[config.mk]
export PLATFORM = sky130hd
export DESIGN_NAME = if_fetch
export DESIGN_NICKNAME = d
export VERILOG_FILES = /design/src/rtl/if_fetch_pkg.sv /design/src/rtl/if_icache.sv /design/src/rtl/if_fetch.sv
export SDC_FILE = /design/constraint.sdc
export NUM_CORES = 1
export LEC_CHECK = 0
export ABC_AREA = 1
export CAP_MARGIN = 5
export CORE_ASPECT_RATIO = 1.5
export CORE_MARGIN = 2
export CORE_UTILIZATION = 46
export DETAILED_ROUTE_END_ITERATION = 10
export PLACE_DENSITY_LB_ADDON = 0.25
export SLEW_MARGIN = 20
export SYNTH_ARGS = -nofsm -noshare
export SYNTH_HDL_FRONTEND = slang
export SYNTH_SLANG_ARGS = --single-unit
[constraint.sdc]
create_clock -name clk -period 1.6 [get_ports clk]
set_input_delay 0.16 -clock clk [delete_from_list [all_inputs] [get_ports clk]]
set_output_delay 0.16 -clock clk [all_outputs]
set_load 0.02 [all_outputs]
[src/rtl/if_fetch_pkg.sv]
// Shared fetch-stage definitions: bus widths, reset/write polarities and
// the redirect alignment helper used by if_fetch and if_icache.
package if_fetch_pkg;

    localparam int               InstAddrBus = 32;
    localparam int               InstBus     = 32;
    localparam logic [InstBus-1:0] ZeroWord  = '0;
    localparam logic             RstEnable   = 1'b1;
    localparam logic             WriteEnable = 1'b1;

    // Instructions are word aligned; redirect targets are forced onto a word.
    function automatic logic [InstAddrBus-1:0] word_align(input logic [InstAddrBus-1:0] a);
        return {a[InstAddrBus-1:2], 2'b00};
    endfunction

endpackage

[src/rtl/if_icache.sv]
// Direct-mapped instruction cache of one-word lines, indexed by word address.
// Asynchronous lookup, synchronous fill; valid bits cleared by reset only.
module if_icache
    import if_fetch_pkg::*;
#(
    parameter int LINES = 32
) (
    input  logic                 clk,
    input  logic                 rst,
    input  logic [29:0]          raddr,
    output logic                 hit,
    output logic [InstBus-1:0]   rdata,
    input  logic                 we,
    input  logic [29:0]          waddr,
    input  logic [InstBus-1:0]   wdata
);

    localparam int IDX_W = $clog2(LINES);
    localparam int TAG_W = 30 - IDX_W;

    logic [LINES-1:0]   valid_q;
    logic [TAG_W-1:0]   tag_q  [LINES];
    logic [InstBus-1:0] data_q [LINES];
    logic [IDX_W-1:0]   ridx;
    logic [IDX_W-1:0]   widx;

    assign ridx  = raddr[IDX_W-1:0];
    assign widx  = waddr[IDX_W-1:0];
    assign hit   = valid_q[ridx] && (tag_q[ridx] == raddr[29:IDX_W]);
    assign rdata = data_q[ridx];

    always_ff @(posedge clk) begin
        if (rst == RstEnable) begin
            valid_q <= '0;
        end else if (we == WriteEnable) begin
            valid_q[widx] <= 1'b1;
        end
    end

    always_ff @(posedge clk) begin
        if (we == WriteEnable) begin
            tag_q[widx]  <= waddr[29:IDX_W];
            data_q[widx] <= wdata;
        end
    end

endmodule

[src/rtl/if_fetch.sv]
// Instruction fetch: assembles each word from four byte reads (little-endian)
// and holds it for decode; optional I-cache enabled by FETCH_ICACHE_EN.
module if_fetch
    import if_fetch_pkg::*;
#(
    parameter logic [31:0] RESET_PC     = 32'h0000_0000,
    parameter int          ICACHE_LINES = 32
) (
    input  logic        clk,
    input  logic        rst,
    input  logic        stall_i,
    input  logic        branch_flag_i,
    input  logic [31:0] branch_target_i,
    input  logic        mem_grant_i,
    input  logic [7:0]  mem_din_i,
    output logic [31:0] mem_addr_o,
    output logic        mem_rd_o,
    output logic [31:0] pc_o,
    output logic [31:0] inst_o,
    output logic        inst_valid_o
);

    typedef enum logic [1:0] {
        IDLE  = 2'd0,
        FETCH = 2'd1,
        HOLD  = 2'd2
    } state_e;

    if ((ICACHE_LINES < 2) || ((ICACHE_LINES & (ICACHE_LINES - 1)) != 0)) begin : g_bad_lines
        $error("ICACHE_LINES must be a power of two and at least 2");
    end

    state_e                 state_q, state_d;
    logic [InstAddrBus-1:0] pc_q, pc_d;
    logic [2:0]             issue_cnt_q, issue_cnt_d;
    logic [2:0]             recv_cnt_q, recv_cnt_d;
    logic                   granted_q, granted_d;
    logic [2:0][7:0]        byte_q, byte_d;
    logic [InstAddrBus-1:0] pc_out_q, pc_out_d;
    logic [InstBus-1:0]     inst_q, inst_d;
    logic                   valid_q, valid_d;
    logic                   rd_req;
    logic                   last_byte;
    logic [InstBus-1:0]     fill_word;
    logic                   cache_hit;
    logic [InstBus-1:0]     cache_rdata;

    assign last_byte = (state_q == FETCH) && granted_q && (recv_cnt_q == 3'd3);
    assign fill_word = {mem_din_i, byte_q[2], byte_q[1], byte_q[0]};

`ifdef FETCH_ICACHE_EN
    logic lookup_hit;
    logic fill_we;

    if_icache #(.LINES(ICACHE_LINES)) u_icache (
        .clk   (clk),
        .rst   (rst),
        .raddr (pc_q[31:2]),
        .hit   (lookup_hit),
        .rdata (cache_rdata),
        .we    (fill_we),
        .waddr (pc_q[31:2]),
        .wdata (fill_word)
    );

    // Lookup only before any byte of this fetch has gone to memory.
    assign cache_hit = lookup_hit && (state_q == FETCH) &&
                       (issue_cnt_q == 3'd0) && (recv_cnt_q == 3'd0);
    assign fill_we   = last_byte && !branch_flag_i;
`else
    assign cache_hit   = 1'b0;
    assign cache_rdata = ZeroWord;
`endif

    always_comb begin
        state_d     = state_q;
        pc_d        = pc_q;
        issue_cnt_d = issue_cnt_q;
        recv_cnt_d  = recv_cnt_q;
        granted_d   = 1'b0;
        byte_d      = byte_q;
        pc_out_d    = pc_out_q;
        inst_d      = inst_q;
        valid_d     = valid_q;
        rd_req      = 1'b0;

        case (state_q)
            IDLE: state_d = FETCH;
            FETCH: begin
                if (cache_hit) begin
                    state_d  = HOLD;
                    pc_out_d = pc_q;
                    inst_d   = cache_rdata;
                    valid_d  = 1'b1;
                end else begin
                    rd_req = (issue_cnt_q != 3'd4);
                    if (rd_req && mem_grant_i) begin
                        issue_cnt_d = issue_cnt_q + 3'd1;
                        granted_d   = 1'b1;
                    end
                    // The byte on mem_din_i belongs to last cycle's granted issue.
                    if (granted_q) begin
                        recv_cnt_d = recv_cnt_q + 3'd1;
                        if (last_byte) begin
                            state_d  = HOLD;
                            pc_out_d = pc_q;
                            inst_d   = fill_word;
                            valid_d  = 1'b1;
                        end else begin
                            byte_d[recv_cnt_q[1:0]] = mem_din_i;
                        end
                    end
                end
            end
            HOLD: begin
                if (!stall_i) begin
                    pc_d        = pc_q + 32'd4;
                    valid_d     = 1'b0;
                    issue_cnt_d = 3'd0;
                    recv_cnt_d  = 3'd0;
                    state_d     = FETCH;
                end
            end
            default: state_d = IDLE;
        endcase

        // Redirect overrides everything above, including consumption and stall.
        if (branch_flag_i) begin
            pc_d        = word_align(branch_target_i);
            valid_d     = 1'b0;
            issue_cnt_d = 3'd0;
            recv_cnt_d  = 3'd0;
            granted_d   = 1'b0;
            state_d     = FETCH;
        end
    end

    always_ff @(posedge clk) begin
        if (rst == RstEnable) begin
            state_q     <= IDLE;
            pc_q        <= RESET_PC;
            issue_cnt_q <= 3'd0;
            recv_cnt_q  <= 3'd0;
            granted_q   <= 1'b0;
            byte_q      <= '0;
            pc_out_q    <= ZeroWord;
            inst_q      <= ZeroWord;
            valid_q     <= 1'b0;
        end else begin
            state_q     <= state_d;
            pc_q        <= pc_d;
            issue_cnt_q <= issue_cnt_d;
            recv_cnt_q  <= recv_cnt_d;
            granted_q   <= granted_d;
            byte_q      <= byte_d;
            pc_out_q    <= pc_out_d;
            inst_q      <= inst_d;
            valid_q     <= valid_d;
        end
    end

    assign mem_rd_o     = rd_req;
    assign mem_addr_o   = rd_req ? (pc_q + {29'd0, issue_cnt_q}) : ZeroWord;
    assign pc_o         = pc_out_q;
    assign inst_o       = inst_q;
    assign inst_valid_o = valid_q;

endmodule

==> load_flow_metrics.sql <==
INSERT INTO impl_metrics (metric_group, metric, value, unit) VALUES
('outcome', 'outcome', 'finished with violations', ''),
('outcome', 'violations', 'negative setup slack', ''),
('critical_path', 'crit_path_top_delay_cell', 'dfxtp_4', ''),
('logic_synthesis', 'ys_ff_latch', '126', ''),
('global_route', 'grt_overflow', '0', ''),
('power', 'seq_power_share', '38.6', '%'),
('die', 'die_area', '14700', 'sq um'),
('power', 'pwr-share-comb', '13.5', '%'),
('critical_path', 'worst_path_dominant_cell_family', 'simple AND/OR/NAND/NOR gates', ''),
('die', 'die_h', '148', 'um'),
('die', 'die_width', '99.7', 'um'),
('global_route', 'antenna_violations_before_repair', '2', ''),
('timing', 'rsz0062_at_grt', 'true', ''),
('clock_tree', 'sinks_on_clock_net', '126', ''),
('critical_path', 'r2r.worst_path.cells', '10', ''),
('die', 'initial_core_utilization', '46.9', '%'),
('layout', 'post_layout_nonfiller_instances', '1421', ''),
('global_route', 'gr-usage-all-layers', '35.1', '%'),
('clock_tree', 'number_of_buffers_on_the_longest_clock_path', '2', ''),
('timing', 'tns_setup', '-19930', 'ps'),
('route', 'ant_nets', '0', ''),
('power', 'sw_frac_of_total', '27.8', '%'),
('timing', 'minimum_setup_slack_in_the_final_design', '-761', 'ps'),
('timing', 'final.hold.worst_slack', '147', 'ps'),
('logic_synthesis', 'synth.distinct_cells', '37', ''),
('job', 'maxCapViolCount', '0', ''),
('placed_design', 'io_buffer_count', '138', ''),
('global_route', 'first_pass_grt_wire_length', '40.2', 'mm'),
('placed_design', 'post_dp_cell_area', '9170', 'sq um'),
('critical_path', 'regToRegStartpoint', 'state_q[0]$_SDFFE_PP0P_', ''),
('clock_tree', 'cts_htree_levels', '4', ''),
('critical_path', 'timing.critical_path.to', 'mem_addr_o[24]', ''),
('power', 'vdd_drop_max', '725', 'uV'),
('timing', 'finalCritPeriodShare', '148', '%'),
('clock_tree', 'cts_buffers', '17', ''),
('timing', 'clock.fmax', '424', 'MHz'),
('die', 'core', '13500', 'sq um'),
('critical_path', 'setup.worst_path.class', 'register to primary output', ''),
('logic_synthesis', 'synth_most_common_cell', 'nand2_1', ''),
('global_route', 'grt_max_degree', '63', ''),
('timing', 'finalSetupViolations', '60', ''),
('power', 'leakage', '4.46', 'nW'),
('logic_synthesis', 'synth_edf_count', '0', ''),
('logic_synthesis', 'async_flop_share', '0', '%'),
('die', 'floorplan.io_pins', '143', ''),
('critical_path', 'timing.reg2reg.setup_slack', '-300', 'ps'),
('critical_path', 'regToRegEndpoint', 'pc_q[16]$_SDFFE_PP0P_', ''),
('critical_path', 'crit_path_max_incr_delay', '370', 'ps'),
('critical_path', 'worstPathMaxFanout', '4', ''),
('power', 'net-switching-power', '2.36', 'mW'),
('die', 'number_of_core_rows', '52', ''),
('global_route', 'global_route.usage.met3', '6.38', '%'),
('route', 'routed_wirelength', '31.5', 'mm'),
('layout', 'nFillCells', '728', ''),
('logic_synthesis', 'synth_top_area_share', '39.9', '%'),
('global_route', 'met2_usage', '61.4', '%'),
('route', 'via_count', '8521', ''),
('clock_tree', 'cts_tree', 'yes', ''),
('clock_tree', 'worst_setup_hold_path_clk_slew', '70', 'ps'),
('logic_synthesis', 'synth.cell_area', '6320', 'sq um'),
('global_route', 'grt_busiest_layer', 'met2', ''),
('power', 'total_power', '8.46', 'mW'),
('logic_synthesis', 'ys_seq_area_share', '39.9', '%'),
('placed_design', 'dp_hpwl', '17.2', 'mm'),
('route', 'post-route-drc-count', '0', ''),
('critical_path', 'timing.critical_path.arrival', '2200', 'ps'),
('timing', 'slew_violations', '0', ''),
('timing', 'post-route-min-period', '2360', 'ps'),
('critical_path', 'cp_num_buf_inv', '2', ''),
('layout', 'layout-area-overhead-vs-synth', '78.1', '%'),
('layout', 'design_area', '11300', 'sq um');
area by class of cell:
class | instances | area, sq um | share of cell area [%]
multi-input combinational | 684 | 4300 | 38.2
timing repair buffer | 337 | 3230 | 28.7
sequential | 126 | 2580 | 22.9
clock buffer | 19 | 454 | 4.04
inverter | 78 | 318 | 2.82
tap | 162 | 203 | 1.80
clock inverter | 13 | 150 | 1.33
timing repair inverter | 1 | 16.3 | 0.145
antenna | 1 | 2.50 | 0.0222
per-layer routing:
metal / wire (um) / part of all wire (%)
met5: 12 / 0.038
met4: 2960 / 9.4
met3: 2890 / 9.2
met2: 15100 / 48
met1: 10500 / 33
logic make-up after synthesis:
| family | synth area share [%] |
|---|---|
| compound gates | 14.9 |
| buf+inv | 8.44 |
| mux | 0.158 |
| fa+ha+maj | 1.98 |
| flops | 39.9 |
| other cells | 0.0593 |
| xor+xnor | 1.80 |
| simple gates | 32.8 |
flip-flops by register name, indices dropped and copies added, names as in the netlist, 2 cells and up:
name         count
byte_q          24
inst_o          32
issue_cnt_q      3
pc_o            30
pc_q            30
recv_cnt_q       3
state_q          2
timing repair:
action | 4_1_cts | 5_1_grt
cloned | 2 | 0
hold buffers | 0 | 0
setup endpoints to repair | 51 | 122
pin swaps | 36 | 68
setup buffers | 21 | 27
hold endpoints to repair | 0 | 0
resized for setup | 309 | 197
worst min path at each step:
stage,cells past startpoint,endpoint,from
CTS,2,pc_o[13]$_SDFFE_PP0P_,rst
detailed placement,2,inst_valid_o$_SDFFE_PP0P_,inst_valid_o$_SDFFE_PP0P_
floorplan,2,byte_q[16]$_SDFFE_PP0P_,mem_din_i[0]
global route,2,pc_q[27]$_SDFFE_PP0P_,rst
global placement,2,inst_o[19]$_SDFFE_PP0P_,inst_o[19]$_SDFFE_PP0P_
finish,2,pc_q[17]$_SDFFE_PP0P_,rst
power groups by stage:
stage,sequential [mW],combinational (mW),clock [mW]
global route,3.27,1.18,4.19
floorplan,3.30,0.370,0
CTS,3.25,0.965,3.98
detailed placement,3.31,0.836,0
finish,3.27,1.14,4.05
global placement,3.31,0.830,0
cell usage in the layout (no fill, tap or decap), types with 4 or more instances in the layout:
master and n:
a21oi_1 104, a21oi_2 22, a31oi_1 6, buf_12 14, buf_4 149, buf_6 65
clkbuf_16 18, clkdlybuf4s50_1 102, dfxtp_1 99, dfxtp_2 17, dfxtp_4 10, ha_1 5
ha_4 4, inv_1 63, inv_2 7, inv_4 5, inv_6 7, nand2_1 193
nand2_2 33, nand2_4 17, nand3_1 114, nand3_2 8, nand3_4 6, nor2_1 33
nor2_2 14, nor2_4 38, nor3_2 7, nor3_4 5, o21ai_0 18, o21ai_1 7
o21ai_2 8, xor2_1 7
Note: power is estimated with default switching activity, not from simulation.
